## config.mk

```make
export PLATFORM = sky130hd
export DESIGN_NAME = p4_ipv4_checksum_engine
export DESIGN_NICKNAME = d
export VERILOG_FILES = /design/src/rtl/p4_ipv4_checksum_engine.sv
export SDC_FILE = /design/constraint.sdc
export NUM_CORES = 2
export LEC_CHECK = 0
export CAP_MARGIN = 15
export CORE_ASPECT_RATIO = 0.5
export CORE_MARGIN = 2
export CORE_UTILIZATION = 30
export CTS_BUF_LIST = sky130_fd_sc_hd__clkbuf_4
export CTS_CLUSTER_SIZE = 20
export DETAILED_ROUTE_END_ITERATION = 16
export MAX_ROUTING_LAYER = met4
export PLACE_DENSITY = 0.54
export SLEW_MARGIN = 20
export SYNTH_ARGS = -nofsm -noshare
export SYNTH_HDL_FRONTEND = slang
export SYNTH_SLANG_ARGS = --single-unit
```

## constraint.sdc

```tcl
create_clock -name clk -period 7.98 [get_ports clk]
set_input_delay 1.596 -clock clk [delete_from_list [all_inputs] [get_ports clk]]
set_output_delay 1.596 -clock clk [all_outputs]
set_load 0.005 [all_outputs]
```

## src/rtl/p4_ipv4_checksum_engine.sv

```systemverilog
// p4_ipv4_checksum_engine
//   Shared IPv4 header checksum engine for NUM_CHANNELS user-extern channels.
//   Each channel queues requests in a small FIFO. A round-robin arbiter feeds
//   one header per cycle into a 3-stage one's-complement adder pipeline.
//   Generate channels return the checksum; verify channels return {15'b0, ok}.
// Ports:
//   clk            - single clock for all logic
//   aresetn        - asynchronous active-low reset
//   req_data       - 160-bit header per channel, byte 0 in the slice MSBs
//   req_valid      - one-cycle request strobe per channel (no backpressure)
//   resp_data      - 16-bit result per channel, held between responses
//   resp_valid     - one-cycle response strobe per channel
//   clear_overflow - clears the sticky overflow flags (a same-cycle drop wins)
//   overflow       - sticky per-channel "request dropped" flag
//   drop_count     - saturating total of dropped requests
module p4_ipv4_checksum_engine #(
    parameter int unsigned               NUM_CHANNELS = 2,
    parameter logic [NUM_CHANNELS-1:0]   CHANNEL_MODE = 2'b10,
    parameter int unsigned               FIFO_DEPTH   = 4
) (
    input  logic                         clk,
    input  logic                         aresetn,
    input  logic [NUM_CHANNELS*160-1:0]  req_data,
    input  logic [NUM_CHANNELS-1:0]      req_valid,
    output logic [NUM_CHANNELS*16-1:0]   resp_data,
    output logic [NUM_CHANNELS-1:0]      resp_valid,
    input  logic                         clear_overflow,
    output logic [NUM_CHANNELS-1:0]      overflow,
    output logic [15:0]                  drop_count
);

    localparam int unsigned CW = (NUM_CHANNELS > 1) ? $clog2(NUM_CHANNELS) : 1;
    localparam int unsigned AW = $clog2(FIFO_DEPTH);
    localparam logic [CW-1:0] LAST_CH = CW'(NUM_CHANNELS - 1);

    // Request FIFOs
    logic [159:0]            fifo_mem [NUM_CHANNELS][FIFO_DEPTH];
    logic [AW-1:0]           wr_ptr   [NUM_CHANNELS];
    logic [AW-1:0]           rd_ptr   [NUM_CHANNELS];
    logic [AW:0]             fill     [NUM_CHANNELS];
    logic [NUM_CHANNELS-1:0] empty, full, pop, accept, drop;

    // Arbiter
    logic [CW-1:0] last_grant, grant_ch, cand;
    logic          grant_valid;

    // Pipeline
    logic [159:0]  hdr;
    logic [18:0]   part_a, part_b;
    logic          s1_valid, s1_mode, s2_valid, s2_mode;
    logic [CW-1:0] s1_ch, s2_ch;
    logic [18:0]   s1_a, s1_b;
    logic [19:0]   sum20;
    logic [16:0]   fold1, s2_sum;
    logic [15:0]   fold2, result;

    // Drop accounting
    logic [3:0]    n_drop;
    logic [16:0]   dc_sum;

    always_comb begin
        for (int unsigned ch = 0; ch < NUM_CHANNELS; ch++) begin
            empty[ch] = (fill[ch] == '0);
            full[ch]  = (fill[ch] == (AW+1)'(FIFO_DEPTH));
        end
    end

    // Round-robin: first non-empty channel after last_grant wins.
    always_comb begin
        grant_valid = 1'b0;
        grant_ch    = '0;
        cand        = '0;
        for (int unsigned i = 1; i <= NUM_CHANNELS; i++) begin
            cand = CW'((32'(last_grant) + i) % NUM_CHANNELS);
            if (!grant_valid && !empty[cand]) begin
                grant_valid = 1'b1;
                grant_ch    = cand;
            end
        end
    end

    // A pop in the same cycle frees a slot, so a write to a full FIFO that is
    // being popped is still accepted.
    always_comb begin
        for (int unsigned ch = 0; ch < NUM_CHANNELS; ch++) begin
            pop[ch]    = grant_valid && (grant_ch == CW'(ch));
            accept[ch] = req_valid[ch] && (!full[ch] || pop[ch]);
            drop[ch]   = req_valid[ch] && full[ch] && !pop[ch];
        end
    end

    always_ff @(posedge clk or negedge aresetn) begin
        if (!aresetn) begin
            for (int unsigned ch = 0; ch < NUM_CHANNELS; ch++) begin
                wr_ptr[ch] <= '0;
                rd_ptr[ch] <= '0;
                fill[ch]   <= '0;
            end
        end else begin
            for (int unsigned ch = 0; ch < NUM_CHANNELS; ch++) begin
                if (accept[ch]) wr_ptr[ch] <= wr_ptr[ch] + 1'b1;
                if (pop[ch])    rd_ptr[ch] <= rd_ptr[ch] + 1'b1;
                case ({accept[ch], pop[ch]})
                    2'b10:   fill[ch] <= fill[ch] + 1'b1;
                    2'b01:   fill[ch] <= fill[ch] - 1'b1;
                    default: fill[ch] <= fill[ch];
                endcase
            end
        end
    end

    always_ff @(posedge clk) begin
        for (int unsigned ch = 0; ch < NUM_CHANNELS; ch++) begin
            if (accept[ch]) fifo_mem[ch][wr_ptr[ch]] <= req_data[ch*160 +: 160];
        end
    end

    // Stage 1 input: head of the granted FIFO; generate mode zeroes bytes 10-11.
    always_comb begin
        hdr = fifo_mem[grant_ch][rd_ptr[grant_ch]];
        if (CHANNEL_MODE[grant_ch]) hdr[79:64] = '0;
        part_a = '0;
        part_b = '0;
        for (int unsigned w = 0; w < 5; w++) begin
            part_a = part_a + 19'(hdr[159 - 16*w -: 16]);
            part_b = part_b + 19'(hdr[79 - 16*w -: 16]);
        end
    end

    always_comb begin
        sum20  = 20'(s1_a) + 20'(s1_b);
        fold1  = 17'(sum20[15:0]) + 17'(sum20[19:16]);
        fold2  = s2_sum[15:0] + 16'(s2_sum[16]);
        result = s2_mode ? ~fold2 : {15'b0, (fold2 == 16'hFFFF)};
    end

    always_ff @(posedge clk or negedge aresetn) begin
        if (!aresetn) begin
            last_grant <= LAST_CH;
            s1_valid   <= 1'b0;
            s1_ch      <= '0;
            s1_mode    <= 1'b0;
            s1_a       <= '0;
            s1_b       <= '0;
            s2_valid   <= 1'b0;
            s2_ch      <= '0;
            s2_mode    <= 1'b0;
            s2_sum     <= '0;
        end else begin
            if (grant_valid) last_grant <= grant_ch;
            s1_valid <= grant_valid;
            s1_ch    <= grant_ch;
            s1_mode  <= CHANNEL_MODE[grant_ch];
            s1_a     <= part_a;
            s1_b     <= part_b;
            s2_valid <= s1_valid;
            s2_ch    <= s1_ch;
            s2_mode  <= s1_mode;
            s2_sum   <= fold1;
        end
    end

    // Stage 3 fold feeds the output registers directly.
    always_ff @(posedge clk or negedge aresetn) begin
        if (!aresetn) begin
            resp_valid <= '0;
            resp_data  <= '0;
        end else begin
            for (int unsigned ch = 0; ch < NUM_CHANNELS; ch++) begin
                resp_valid[ch] <= s2_valid && (s2_ch == CW'(ch));
                if (s2_valid && (s2_ch == CW'(ch))) resp_data[ch*16 +: 16] <= result;
            end
        end
    end

    always_comb begin
        n_drop = '0;
        for (int unsigned ch = 0; ch < NUM_CHANNELS; ch++) begin
            n_drop = n_drop + 4'(drop[ch]);
        end
        dc_sum = 17'(drop_count) + 17'(n_drop);
    end

    always_ff @(posedge clk or negedge aresetn) begin
        if (!aresetn) begin
            overflow   <= '0;
            drop_count <= '0;
        end else begin
            overflow   <= (overflow & ~{NUM_CHANNELS{clear_overflow}}) | drop;
            drop_count <= dc_sum[16] ? 16'hFFFF : dc_sum[15:0];
        end
    end

endmodule

```

==> results.cfg <==
[synth]
avgSynthCellArea_um2 = 12.6
synth_top_area_share_pct = 64.0
synthArstFlopShare_pct = 9.39
yosys.cell_types.count = 81
yosys.area.top_type = edfxtp_1
synth_seq_cells = 1342
syn-cell-area_mm2 = 0.0571
syn_inst = 4544
seq_area_frac_synth_pct = 69.5
ys_top_cells_by_area = edfxtp_1 64%, nand2_1 8.8%, nand3_1 5.6%
syn_nets = 5042
ys.flop_type = edfxtp_1
ys_warn_count = 0
synth_edf_count = 1216

[clock_tree]
cts.htree.levels = 5
cts_setup_buffers = 0
cts_buffer_depth = 4
clkTransAtPathRegs_ns = 0.06
cts_tree = yes
ctsHoldBuffers = 0
numCtsBuffers = 347
cts_resized = 0
cts_root_buf = clkbuf_4
cts.sinks = 1342
clk_latency_ns = 1.27

[floorplan]
initial_utilization_pct = 30.1
ios = 377
die_w_um = 621
die_y_um = 312
dieArea_mm2 = 0.194
core_area_mm2 = 0.189
std_cell_rows = 113

[critical_path]
critPathArrivalTime_ns = 8.38
worst-r2r-cell-count = 24
cp-end-kind = flip-flop
crit_type = flip-flop to flip-flop
r2r_end = s1_b[16]
r2r_start = fill[3]
endpoint = s1_b[16]
reg2reg_slack_ns = 0.75
crit_path_max_fanout = 59
required_ns = 9.13
start_kind = flip-flop
cp-startpoint = fill[3]

[detailed_routing]
via_count = 37042
drt_iter0_markers = 2812
drt_wl_total_um = 158000
vias_per_cell = 4.71
detail-route-antenna-nets = 0
wl_per_cell_um = 20.1
first_pass_iters = 6
drc = 0

[placed_design]
place_hpwl_um = 99700
dp_slack_ns = 0.710
io_buffers = 360
place.gp.congestion = 0.809

[global_route]
first_global_vias = 37611
antenna_found_initial = 62
grt_max_degree = 118
grt_pass1_wl_um = 233000
overflow = 0
grt_usage_pct = 16.6

[status]
status = completed

[timing]
tightest_slew_ns = 1.11
worst_clock_skew_ns = 0.103
grt_setup_unrepaired = no
hold_viol = 0
setup_violations = 0
maxSlewViolCount = 0
worst_slack_ns = 0.748
slew_headroom_pct = 25.2
final.min_clock_period_ns = 7.23
fmax_mhz = 138
tns_ns = 0
post-route-period-util_pct = 90.6

[run]
cap_violations = 0

[final_layout]
syn2layout_area_growth_pct = 18.6
final_nets = 5588
drive_gt1_share_pct = 11.9
fill_cells = 18447

[hold_path]
min_path_cells = 0
min_from = s1_valid
hold_path.class = flip-flop to flip-flop
==> routing by layer <==
layer,global-route usage [%],wire (um),up-vias
met5,-,0,-
met4,6.60,4050,0
met3,3.02,7990,285
met2,28.5,82100,1110
met1,19.3,64000,18277
li1,-,-,17370
==> state kept, by name, indices dropped and copies added (netlist names) <==
name and flops:
fifo_mem 1216, resp_data 32, s1_a 19, s1_b 19
s2_sum 17, drop_count 16, fill 6, rd_ptr 4
wr_ptr 4, overflow 2, resp_valid 2, last_grant 1
s1_ch 1, s1_valid 1, s2_ch 1, s2_valid 1
==> how the worst min path moves through the flow <==
stage	to	slack [ns]
after detailed placement	s2_valid	0.34
after floorplan	s2_ch	0.33
final	s2_valid	0.36
after global placement	s2_ch	0.33
after CTS	resp_data[28]	0.34
after global routing	s2_valid	0.37
==> final cells by class <==
cell class              instances  area (um2)  area share [%]
multi-input cells            2802       15700            23.2
diodes                         45         113           0.166
well taps                    2530        3170            4.68
inverters                     162         621           0.917
clock buffers                 486        3650            5.39
repair buffers                435        4480            6.62
flip-flops and latches       1342       39700            58.6
clock inverters                63         269           0.397
==> metrics by stage <==
stage / area [um2] / cells / hold slack, ns / utilization, %
after CTS: 67600 / 7819 / 0.337 / 35.7
after floorplan: 57100 / 4544 / 0.331 / -
after global placement: 63600 / 7270 / 0.332 / 33.6
after detailed placement: 63600 / 7270 / 0.345 / 33.6
final: 67700 / 7865 / 0.364 / 35.7
after global routing: 67700 / 7857 / 0.373 / 35.7
==> Yosys cell counts, types with 6 or more instances <==
master    count
nand2_1    1339
edfxtp_1   1216
nand3_1     642
inv_1       161
o21ai_0     137
dfrtp_1     125
buf_2       122
fa_1         99
clkbuf_1     91
ha_1         74
xnor2_1      56
nor2_1       48
and3_1       45
a21oi_1      42
a31oi_1      36
a311oi_1     35
xor2_1       26
and2_1       25
o21ai_1      21
buf_4        17
mux4_2       16
nor2b_1      16
nor3_1       13
nand4_1      10
nand2b_1      9
o21a_1        9
a21o_1        8
or3_1         7
o31ai_1       6
==> placed cells by master (no fill, tap or decap), types with 5 or more instances in the layout <==
| master | n |
|---|---|
| clkinv_1 | 50 |
| nor3_1 | 13 |
| clkdlybuf4s50_1 | 359 |
| inv_1 | 161 |
| nand3b_1 | 5 |
| diode_2 | 45 |
| o21a_1 | 9 |
| edfxtp_1 | 1216 |
| nor2b_1 | 16 |
| nand3_1 | 642 |
| nor2_1 | 48 |
| a21o_1 | 8 |
| a311oi_1 | 35 |
| nand2_1 | 1339 |
| o21ai_0 | 137 |
| or3_1 | 7 |
| xnor2_1 | 56 |
| and3_1 | 37 |
| buf_4 | 51 |
| xor2_1 | 26 |
| a211oi_1 | 5 |
| nand2b_1 | 9 |
| nand4_1 | 10 |
| a21oi_1 | 42 |
| clkbuf_4 | 486 |
| o31ai_1 | 6 |
| and2_1 | 25 |
| dfrtp_1 | 125 |
| buf_12 | 24 |
| clkinv_2 | 5 |
| o21ai_1 | 21 |
| ha_1 | 74 |
| o31a_1 | 5 |
| and3_4 | 9 |
| fa_1 | 99 |
| a31oi_1 | 36 |
| inv_2 | 7 |
| mux4_2 | 16 |
==> critical path, stage by stage, from the launching register on <==
cell	delay (ns)
dfrtp_1	0.43
nor3_2	0.23
nor2_1	0.12
or2_4	0.34
clkinv_8	0.17
mux2i_4	0.71
buf_12	0.34
nand2_1	0.10
nand3_1	0.09
nand2_1	0.06
o21ai_1	0.68
fa_1	0.60
fa_1	0.50
inv_1	0.05
fa_1	0.48
inv_1	0.04
ha_1	0.32
o21a_1	0.23
o21ai_0	0.29
a21oi_1	0.16
o311ai_2	0.13
a21oi_1	0.16
o31a_1	0.32
or4b_1	0.49
nand4_1	0.09
==> kinds of logic after synthesis <==
logic type                 share of synthesized area, %
xor gates and xnor gates                           1.29
muxes                                             0.804
buffers and inverters                              3.07
AOI/OAI and AO/OA                                  3.64
adders and majority gates                          5.09
DFF                                                69.5
and+or+nand+nor                                    16.6
Power is not shown: default switching activity piles up to over one toggle a cycle in this logic, so the estimate is an artifact.
